$ cat config.mk
export PLATFORM = sky130hd
export DESIGN_NAME = nim_turn_ctrl_flat
export DESIGN_NICKNAME = d
export VERILOG_FILES = /design/src/rtl/nim_turn_ctrl_if.sv /design/src/rtl/nim_turn_ctrl.sv /design/src/flat_wrapper.sv
export SDC_FILE = /design/constraint.sdc
export NUM_CORES = 1
export LEC_CHECK = 0
export ABC_AREA = 1
export CORE_ASPECT_RATIO = 1.1
export CORE_MARGIN = 5
export CORE_UTILIZATION = 55
export CTS_CLUSTER_SIZE = 28
export DETAILED_ROUTE_END_ITERATION = 16
export GPL_ROUTABILITY_DRIVEN = 0
export GPL_TIMING_DRIVEN = 0
export PLACE_DENSITY = 0.81
export SLEW_MARGIN = 0
export SYNTH_ARGS = -nofsm -noshare
export SYNTH_HDL_FRONTEND = slang
export SYNTH_SLANG_ARGS = --single-unit
export TNS_END_PERCENT = 20
$ cat constraint.sdc
create_clock -name clk -period 3.2 [get_ports clk]
set_clock_uncertainty 0.15 [all_clocks]
set_input_delay 0.96 -clock clk [delete_from_list [all_inputs] [get_ports clk]]
set_output_delay 0.96 -clock clk [all_outputs]
set_load 0.02 [all_outputs]
$ cat src/rtl/nim_turn_ctrl_if.sv
// Keypad-to-sequencer key handshake: the keypad (master) holds key_valid/key_code
// until the sequencer (slave) returns a one-cycle key_ack.
interface nim_turn_ctrl_if;
    logic       key_valid;
    logic [3:0] key_code;
    logic       key_ack;

    modport master (output key_valid, output key_code, input key_ack);
    modport slave  (input key_valid, input key_code, output key_ack);
endinterface

$ cat src/rtl/nim_turn_ctrl.sv
// Two-player take-away game sequencer: consumes keypad keys, tracks setup entry,
// remaining count, pending take and turn, and drives the registered display word.
module nim_turn_ctrl #(
    parameter int unsigned MAX_TAKE = 3
) (
    input  logic               clk,
    input  logic               rst_n,
    nim_turn_ctrl_if.slave     kif,
    output logic [15:0]        disp_data,
    output logic               cur_player,
    output logic               game_over,
    output logic               move_err,
    output logic [1:0]         state
);
    // Handshake: a key is taken on a posedge with key_valid=1 and key_ack=0;
    // key_ack is then high for exactly one cycle, during which nothing is taken.
    typedef enum logic [1:0] {
        ST_SETUP = 2'b00,
        ST_TURN  = 2'b01,
        ST_OVER  = 2'b10,
        ST_BAD   = 2'b11
    } state_e;

    state_e      state_q, state_d;
    logic [15:0] entry_q, entry_d;
    logic [15:0] total_q, total_d;
    logic [3:0]  take_q, take_d;
    logic        winner_q, winner_d;
    logic        player_q, player_d;
    logic        ack_q, ack_d;
    logic        err_q, err_d;
    logic        over_q, over_d;
    logic [15:0] disp_q, disp_d;

    logic        consume, key_start, key_confirm, key_digit, key_is_take;
    logic        bad_take, reject;
    logic [15:0] diff;

    assign consume     = kif.key_valid && !ack_q && (state_q != ST_BAD);
    assign key_start   = (kif.key_code == 4'hE);
    assign key_confirm = (kif.key_code == 4'hF);
    assign key_digit   = (kif.key_code <= 4'hD);
    assign key_is_take = key_digit && (kif.key_code != 4'd0) && (32'(kif.key_code) <= MAX_TAKE);
    assign bad_take    = (take_q == 4'd0) || ({12'b0, take_q} > total_q);
    assign reject      = consume && (state_q == ST_TURN) && key_confirm && bad_take;
    assign diff        = total_q - {12'b0, take_q};

    always_ff @(posedge clk or negedge rst_n) begin
        if (!rst_n) begin
            state_q  <= ST_SETUP;
            entry_q  <= '0;
            total_q  <= '0;
            take_q   <= '0;
            winner_q <= 1'b0;
            player_q <= 1'b0;
            ack_q    <= 1'b0;
            err_q    <= 1'b0;
            over_q   <= 1'b0;
            disp_q   <= '0;
        end else begin
            state_q  <= state_d;
            entry_q  <= entry_d;
            total_q  <= total_d;
            take_q   <= take_d;
            winner_q <= winner_d;
            player_q <= player_d;
            ack_q    <= ack_d;
            err_q    <= err_d;
            over_q   <= over_d;
            disp_q   <= disp_d;
        end
    end

    always_comb begin
        state_d  = state_q;
        entry_d  = entry_q;
        total_d  = total_q;
        take_d   = take_q;
        winner_d = winner_q;
        player_d = player_q;
        case (state_q)
            ST_SETUP: begin
                if (consume) begin
                    if (key_digit) begin
                        entry_d = {entry_q[11:0], kif.key_code};
                    end else if (key_start && (entry_q != 16'd0)) begin
                        total_d  = entry_q;
                        take_d   = 4'd0;
                        player_d = 1'b0;
                        state_d  = ST_TURN;
                    end
                end
            end
            ST_TURN: begin
                if (consume) begin
                    if (key_start) begin
                        entry_d = '0;
                        take_d  = 4'd0;
                        state_d = ST_SETUP;
                    end else if (key_confirm) begin
                        if (!bad_take) begin
                            total_d = diff;
                            take_d  = 4'd0;
                            // Misere: whoever takes the last unit loses.
                            if (diff == 16'd0) begin
                                winner_d = ~player_q;
                                state_d  = ST_OVER;
                            end else begin
                                player_d = ~player_q;
                            end
                        end
                    end else if (key_is_take) begin
                        take_d = kif.key_code;
                    end
                end
            end
            ST_OVER: begin
                if (consume && key_start) begin
                    entry_d = '0;
                    state_d = ST_SETUP;
                end
            end
            default: begin
                entry_d = '0;
                state_d = ST_SETUP;
            end
        endcase
    end

    // Outputs are computed from next-state values so display tracks state latency.
    always_comb begin
        ack_d  = consume;
        err_d  = reject;
        over_d = (state_d == ST_OVER);
        disp_d = '0;
        case (state_d)
            ST_SETUP: disp_d = entry_d;
            ST_TURN:  disp_d = (take_d == 4'd0) ? total_d
                                                : {4'hA + {3'b0, player_d}, 8'h00, take_d};
            ST_OVER:  disp_d = {12'hEEE, 3'b0, winner_d} + 16'd1;
            default:  disp_d = '0;
        endcase
    end

    assign kif.key_ack = ack_q;
    assign disp_data   = disp_q;
    assign cur_player  = player_q;
    assign game_over   = over_q;
    assign move_err    = err_q;
    assign state       = state_q;

endmodule

$ cat src/flat_wrapper.sv
// flat-port wrapper written by rule: the top's interface ports become plain ports
module nim_turn_ctrl_flat 
#(
    parameter int unsigned MAX_TAKE = 3
)
  (clk, rst_n, disp_data, cur_player, game_over, move_err, state, kif_key_valid, kif_key_code, kif_key_ack);
  nim_turn_ctrl_if kif_i ();
  input  logic clk;
  input  logic rst_n;
  output logic [15:0] disp_data;
  output logic cur_player;
  output logic game_over;
  output logic move_err;
  output logic [1:0] state;
  input wire logic [$bits(kif_i.key_valid)-1:0] kif_key_valid;
  input wire logic [$bits(kif_i.key_code)-1:0] kif_key_code;
  output wire logic [$bits(kif_i.key_ack)-1:0] kif_key_ack;
  assign kif_i.key_valid = kif_key_valid;
  assign kif_i.key_code = kif_key_code;
  assign kif_key_ack = kif_i.key_ack;
  nim_turn_ctrl #(.MAX_TAKE(MAX_TAKE)) u_core (.clk(clk), .rst_n(rst_n), .kif(kif_i), .disp_data(disp_data), .cur_player(cur_player), .game_over(game_over), .move_err(move_err), .state(state));
endmodule
==> out/qor.log, run 1 <==
[drt] number of DRC violations after detailed-routing iteration 0 601
[layout] fraction of final layout cells with drive strength greater than 1 15.5%
[drt] number of remaining DRC errors 0
[global_route] global-route congestion overflow total 0
[clock_tree] number of clock sinks seen by CTS 59
[timing] Final Hold Violating Endpoints 0
[synth] synthesized area 3680 um^2
[clock_tree] clock tree from TritonCTS done
[timing] final clock period utilization by the worst path 99.8%
[timing] final-layout setup total negative slack 0 ns
[global_route] number of global-route vias before repair 3,536
[die] Die H 95.8 um
[timing] unrepaired setup endpoints after global routing yes
[drt] Avg WL per Cell 16.3 um
[drt] number of nets with antenna violations after routing 0
[power] Static Leak 2.09 nW
[synth] net count after synthesis 515
[global_route] wire length of the first global-routing pass 16,800 um
[worst_hold_path] worst min-delay path category reg -> reg
[setup_path] top fanout value on the critical path 6
[power] part of the total power dissipated in sequential elements 36.0%
[placement] worst setup slack after placement -0.291 ns
[clock_tree] CTS Buffer Depth 2
[power] Clk network pwr share 23.2%
[setup_path] data required time of the worst path 3.34 ns
[power] Cell Int Power 1.76 mW
[job] reported max-cap violation count 0
[setup_path] sort of element at the start of the critical path primary input
[clock_tree] hold buffer count at cts 0
[global_route] largest net degree at the start of global routing 33
[synth] register bit count reported by yosys 59
[synth] count of unique library cells instantiated by Yosys 33
[clock_tree] number of buffers inserted during clock tree synthesis 9
[synth] YS warnings 0
[global_route] antenna violations before repair 0
[power] switch share 41.5%
[synth] Post-synth EDFFs 0
[synth] most instantiated flip-flop cell in the synthesis netlist sky130_fd_sc_hd__dfrtp_1
[die] Die Area 8430 um^2
[global_route] gr usage total 26.0%
[die] starting density of the core 56.2%
[power] net switching power figure 1.25 mW
[layout] final net count 562
[layout] Antenna diodes 0
[synth] number of instances in the synthesized netlist 502
[clock_tree] Clock Root Buffer sky130_fd_sc_hd__clkbuf_8
[timing] minimum period implied by the final worst setup slack 3.19 ns
[drt] Via-to-Cell Ratio 5.84
[power] Cell Pwr Density 692 nW/um^2
[power] proportion of power drawn by combinational gates 40.8%
[clock_tree] clock latency of the later-clocked register in the worst-skew pair 0.35 ns
[power] total power 3.01 mW
[drt] TritonRoute pass-1 iters 5
[drt] routed via count 3,714
[layout] Layout Utilization 66.3%
[timing] final hold slack 0.367 ns
[placement] post-detailed-placement half-perimeter wirelength 7650 um
[placement] number of I/O port buffers 28
[power] Peak supply drop 505 uV
[setup_path] CP arrival 3.33 ns
[timing] fin worst setup slack 0.00553 ns
[synth] sequential area share after synthesis 40.1%
[die] area inside the core boundary 6560 um^2
[clock_tree] clock slew seen by the registers of the worst setup and hold paths 0.07 ns
[setup_path] kind of end point of the critical path flip-flop
[synth] Synth async-reset ratio 100%
[drt] sum of routed wire length over all layers 10,300 um
[die] number of placed I/O pins 29
[timing] number of pins exceeding their max-slew limit in the final report 0
[run_status] status completed
[setup_path] critical path class in -> reg
[synth] post-synthesis area per instance 7.34 um^2
[clock_tree] H-tree depth 3
[timing] Worst Max-Slew Pin Slew 0.609 ns
[die] width of the die 88.0 um
[layout] synthesis-to-layout area growth 18.0%
[die] number of rows created at floorplan 31
[timing] final setup violating endpoints 0
[timing] relative slew slack 59.4%
[timing] Max Clock Freq 0.313 GHz
layout make-up:
class | instances | area [um^2]
Clock inverter | 6 | 65.1
Fill cell | 533 | 2210
Multi-Input combinational cell | 352 | 1850
Timing Repair Buffer | 36 | 345
Buffer | 10 | 67.6
Inverter | 81 | 305
Tap cell | 82 | 103
Sequential cell | 59 | 1480
Clock buffer | 10 | 138
flip-flops by register name (all words and copies together), names as in the netlist:
register and cells:
u_core.game_over 1, u_core.total_q 16, u_core.cur_player 1, u_core.entry_q 16, u_core.move_err 1, u_core.winner_q 1, u_core.disp_data 16, u_core.take_q 4
u_core.state 2, u_core.kif.key_ack 1
stage by stage:
step                      cells  area (um^2)
after floorplan             502         3680
after global placement      612         4070
after detailed placement    613         4080
after CTS                   629         4280
after global routing        636         4350
final                       636         4350
routing by layer:
| metal | wire length, um | global-route usage (%) | part of all wire, % | vias up |
|---|---|---|---|---|
| li1 | - | - | - | 1722 |
| met1 | 4110 | 33.8 | 40 | 1735 |
| met2 | 4950 | 42.3 | 48 | 214 |
| met3 | 857 | 4.20 | 8.3 | 43 |
| met4 | 423 | 12.8 | 4.1 | 0 |
| met5 | 0 | 0 | 0 | - |
critical path: stages:
cell	delay, ns
sky130_fd_sc_hd__clkdlybuf4s50_1	0.48
sky130_fd_sc_hd__inv_1	0.09
sky130_fd_sc_hd__nor3_4	0.28
sky130_fd_sc_hd__nand2_2	0.10
sky130_fd_sc_hd__nor2_4	0.21
sky130_fd_sc_hd__nand3_4	0.16
sky130_fd_sc_hd__nand3_1	0.13
sky130_fd_sc_hd__nand2_1	0.11
sky130_fd_sc_hd__nor2_2	0.17
sky130_fd_sc_hd__nand2_2	0.13
sky130_fd_sc_hd__inv_2	0.15
sky130_fd_sc_hd__nand2_1	0.07
sky130_fd_sc_hd__o21ai_1	0.14
sky130_fd_sc_hd__nand2_1	0.09
sky130_fd_sc_hd__nand2_1	0.06
power by group through the flow:
stage	Combinational, mW	Sequential (mW)	Clock [mW]
floorplan	0.664	1.16	0
global placement	1.16	1.08	0
detailed placement	1.18	1.09	0
CTS	1.19	1.08	0.701
global route	1.35	1.10	0.741
finish	1.23	1.08	0.699
final timing paths:
path	to	depth (start not counted)	slack, ns	from
hold / removal	u_core.winner_q	2	0.37	u_core.winner_q
min in group asynchronous	u_core.disp_data[1]	1	0.47	rst_n
setup reg to reg	u_core.disp_data[10]	21	0.16	u_core.total_q[0]
hold reg to reg	u_core.winner_q	2	0.37	u_core.winner_q
max in group asynchronous	u_core.total_q[13]	2	1.83	rst_n
setup / recovery	u_core.disp_data[2]	15	0.006	kif_key_code[3]
layout by cell type, fill, tap and decap left out, types with 10 or more instances in the layout:
master / synthesis / routed
sky130_fd_sc_hd__nand2_1: 113 / 113
sky130_fd_sc_hd__o21ai_0: 29 / 27
sky130_fd_sc_hd__clkbuf_8: 0 / 10
sky130_fd_sc_hd__nand3_1: 49 / 49
sky130_fd_sc_hd__dfrtp_1: 59 / 59
sky130_fd_sc_hd__nand2_2: 14 / 14
sky130_fd_sc_hd__nor2_2: 9 / 11
sky130_fd_sc_hd__inv_1: 74 / 74
sky130_fd_sc_hd__a22oi_1: 14 / 14
sky130_fd_sc_hd__nor2_1: 48 / 46
sky130_fd_sc_hd__nand4_1: 11 / 11
sky130_fd_sc_hd__clkdlybuf4s50_1: 0 / 27
sky130_fd_sc_hd__a21oi_1: 20 / 19
cell usage after synthesis (2+ instances only):
cell type / count / area [um^2]
sky130_fd_sc_hd__nand2_1: 113 / 424
sky130_fd_sc_hd__inv_1: 74 / 278
sky130_fd_sc_hd__dfrtp_1: 59 / 1480
sky130_fd_sc_hd__nand3_1: 49 / 245
sky130_fd_sc_hd__nor2_1: 48 / 180
sky130_fd_sc_hd__o21ai_0: 29 / 145
sky130_fd_sc_hd__a21oi_1: 20 / 100
sky130_fd_sc_hd__a22oi_1: 14 / 105
sky130_fd_sc_hd__nand2_2: 14 / 87.6
sky130_fd_sc_hd__nand4_1: 11 / 68.8
sky130_fd_sc_hd__nor2_2: 9 / 56.3
sky130_fd_sc_hd__o22ai_1: 8 / 50.1
sky130_fd_sc_hd__o21ai_1: 7 / 35.0
sky130_fd_sc_hd__inv_2: 6 / 22.5
sky130_fd_sc_hd__ha_1: 5 / 62.6
sky130_fd_sc_hd__nor2_4: 5 / 56.3
sky130_fd_sc_hd__clkbuf_1: 4 / 15.0
sky130_fd_sc_hd__a21oi_2: 3 / 26.3
sky130_fd_sc_hd__buf_6: 3 / 33.8
sky130_fd_sc_hd__nand3_2: 3 / 30.0
sky130_fd_sc_hd__buf_2: 2 / 10.0
sky130_fd_sc_hd__nand2_4: 2 / 22.5
sky130_fd_sc_hd__nor3_2: 2 / 20.0
sky130_fd_sc_hd__o21ai_2: 2 / 17.5
sky130_fd_sc_hd__o31ai_1: 2 / 15.0
logic make-up after synthesis:
group,after synthesis,synth area share (%)
fa+ha+maj,6,2.24
buf+inv,91,10.1
compound gates,87,14.2
flops,59,40.1
simple gates,259,33.4
timing repair:
action | CTS | global route
resized for setup | 0 | 8
setup endpoints to repair | 0 | 16
setup buffers | 0 | 7
Note: power is estimated with default switching activity, not from simulation.
==> run 2: changes to the inputs <==
SLEW_MARGIN = 20   (was 0)
==> run 2 against run 1 <==
  * Sequential share of layout area rose by 0.68 points
  * First-iteration DRC count is 41% lower
  * Worst setup slack better by 0.069 ns
  * Count of clock-buffer cells in the layout is 2 higher
  * Largest power group unchanged
  * Non-clock buffer count fell by 7
  * Via count shrank 3.0%
  * Clock power down 11%
  * Die area unchanged
==> out/qor.log, run 2 (synthesis gave the netlist of run 1 again) <==
[global_route] layer carrying the most global-route usage met2
[placement] number of I/O port buffers 28
[setup_path] slowest cell on the critical path sky130_fd_sc_hd__clkdlybuf4s50_1
[placement] cell count after placement 612
[drt] routed via count 3,604
[setup_path] critical path's most frequent cell sky130_fd_sc_hd__nand2_1
[clock_tree] hold buffer count at cts 0
[timing] minimum period implied by the final worst setup slack 3.13 ns
[placement] post-detailed-placement half-perimeter wirelength 7590 um
[worst_hold_path] worst min-delay path category reg -> reg
[setup_path] Bufs and invs on worst path 3
[setup_path] CP arrival 3.26 ns
[power] net switching power figure 1.22 mW
[clock_tree] Clock Root Buffer sky130_fd_sc_hd__clkbuf_8
[layout] Final Non-Filler Cells 629
[drt] number of nets with antenna violations after routing 0
[setup_path] family of cells with the greatest summed delay on the critical path simple AND/OR/NAND/NOR gates
[setup_path] top fanout value on the critical path 6
[global_route] number of global-route vias before repair 3,473
[timing] final hold slack 0.370 ns
[setup_path] data required time of the worst path 3.33 ns
[setup_path] kind of end point of the critical path flip-flop
[global_route] antenna violations before repair 0
[clock_tree] clock tree from TritonCTS done
[power] part of the total power dissipated in sequential elements 37.2%
[power] Peak supply drop 531 uV
[global_route] met2 track utilization from global routing 42.8%
[setup_path] sequence of cells on the critical path clkdlybuf4s50_1 -> inv_1 -> nor3_4 -> nand2_2 -> nor2_4 -> nand3_4 -> nand3_1 -> nand2_1 -> nor2_2 -> nand2_2 -> inv_2 -> nand2_1 -> o21ai_1 -> nand2_1 -> nand2_1
[clock_tree] clock slew seen by the registers of the worst setup and hold paths 0.06 ns
[clock_tree] number of clock sinks seen by CTS 59
[setup_path] critical path class in -> reg
[layout] design area 4260 um^2
[die] width of the die 88.0 um
[die] area inside the core boundary 6560 um^2
[timing] fin worst setup slack 0.0742 ns
[job] reported max-cap violation count 0
[power] Clk network pwr share 21.2%
[timing] Final Hold Violating Endpoints 0
[timing] final setup violating endpoints 0
[layout] most frequent standard cell in the layout excluding fill and tap cells sky130_fd_sc_hd__nand2_1
[layout] Antenna diodes 0
[timing] Worst Max-Slew Pin Slew 0.743 ns
[setup_path] maximum single-stage delay on the critical path 0.50 ns
[power] Cell Pwr Density 684 nW/um^2
[power] Static Leak 2.03 nW
[power] Cell Int Power 1.69 mW
[setup_path] sort of element at the start of the critical path primary input
[global_route] gr usage total 25.6%
[power] proportion of power drawn by combinational gates 41.6%
[layout] commonest non-fill, non-tap cells in the layout 113 x sky130_fd_sc_hd__nand2_1, 73 x sky130_fd_sc_hd__inv_1, 59 x sky130_fd_sc_hd__dfrtp_1, 48 x sky130_fd_sc_hd__nand3_1, 47 x sky130_fd_sc_hd__nor2_1
[drt] number of remaining DRC errors 0
[layout] synthesis-to-layout area growth 15.7%
[die] Die Area 8430 um^2
[drt] Avg WL per Cell 15.8 um
[die] number of placed I/O pins 29
[timing] Max Clock Freq 0.320 GHz
[layout] final net count 555
[global_route] GR met3 Demand/Resource 4.37%
[clock_tree] number of buffers inserted during clock tree synthesis 9
[die] number of rows created at floorplan 31
[clock_tree] clock latency of the later-clocked register in the worst-skew pair 0.35 ns
[drt] TritonRoute pass-1 iters 5
[drt] number of DRC violations after detailed-routing iteration 0 353
[die] starting density of the core 56.2%
[power] switch share 41.9%
[layout] fraction of final layout cells with drive strength greater than 1 14.1%
[global_route] met1 Use GR 33.6%
[layout] Fillers 559
[global_route] global-route congestion overflow total 0
[drt] sum of routed wire length over all layers 9910 um
[global_route] wire length of the first global-routing pass 16,700 um
[run_status] status completed
[die] Die H 95.8 um
[global_route] largest net degree at the start of global routing 60
[timing] unrepaired setup endpoints after global routing yes
[placement] Placed Instance Area 4060 um^2
[timing] final clock period utilization by the worst path 97.7%
[drt] Via-to-Cell Ratio 5.73
[timing] number of pins exceeding their max-slew limit in the final report 0
[timing] relative slew slack 50.5%
[clock_tree] CTS Buffer Depth 2
[clock_tree] H-tree depth 3
[placement] worst setup slack after placement -0.316 ns
run 2: tightest hold or removal path: cells and delay by family, from the launching register on:
kind / cells / cell delay (ns)
flops: 1 / 0.32
simple gates: 2 / 0.16
run 2: routing by layer:
layer,routed length (um),vias to the layer above
li1,-,1709
met1,4140,1701
met2,4800,162
met3,687,32
met4,281,0
met5,0,-
run 2: layout make-up:
cell class / instances / area (um^2) / share of cell area (%)
multi-input cells: 352 / 1850 / 43.3
flip-flops and latches: 59 / 1480 / 34.6
inverters: 81 / 305 / 7.16
repair buffers: 29 / 285 / 6.69
clock buffers: 12 / 155 / 3.64
well taps: 82 / 103 / 2.41
plain buffers: 10 / 66.3 / 1.56
clock inverters: 4 / 25.0 / 0.587
run 2: power groups by stage:
stage / Sequential, mW / Combinational [mW] / Clock, mW
after floorplan: 1.16 / 0.664 / 0
after global placement: 1.08 / 1.16 / 0
after detailed placement: 1.09 / 1.19 / 0
final: 1.08 / 1.21 / 0.619
after CTS: 1.08 / 1.20 / 0.621
after global routing: 1.10 / 1.33 / 0.662
run 2: path summary, 6_finish.rpt:
path,endpoint,depth (start not counted),from,slack (ns)
max,u_core.disp_data[3],15,kif_key_code[3],0.07
min,u_core.winner_q,2,u_core.winner_q,0.37
max reg2reg,u_core.disp_data[10],21,u_core.total_q[0],0.17
min reg2reg,u_core.winner_q,2,u_core.winner_q,0.37
max in group asynchronous,u_core.entry_q[0],1,rst_n,1.87
min in group asynchronous,u_core.disp_data[1],1,rst_n,0.51
run 2: metrics by stage:
step | power [mW] | setup TNS (ns) | util (%)
4_1_cts | 2.89 | 0 | 64.7
2_1_floorplan | 1.83 | 0 | -
6_report | 2.91 | 0 | 65.0
3_5_place_dp | 2.27 | -3.79 | 62.0
5_1_grt | 3.10 | -0.269 | 65.0
3_3_place_gp | 2.24 | -48.63 | 62.0
run 2: what timing repair did:
| item | in CTS | in global routing |
|---|---|---|
| resized for setup | 0 | 5 |
| setup buffers | 0 | 1 |
| setup endpoints to repair | 0 | 16 |
| hold endpoints to repair | 0 | 0 |
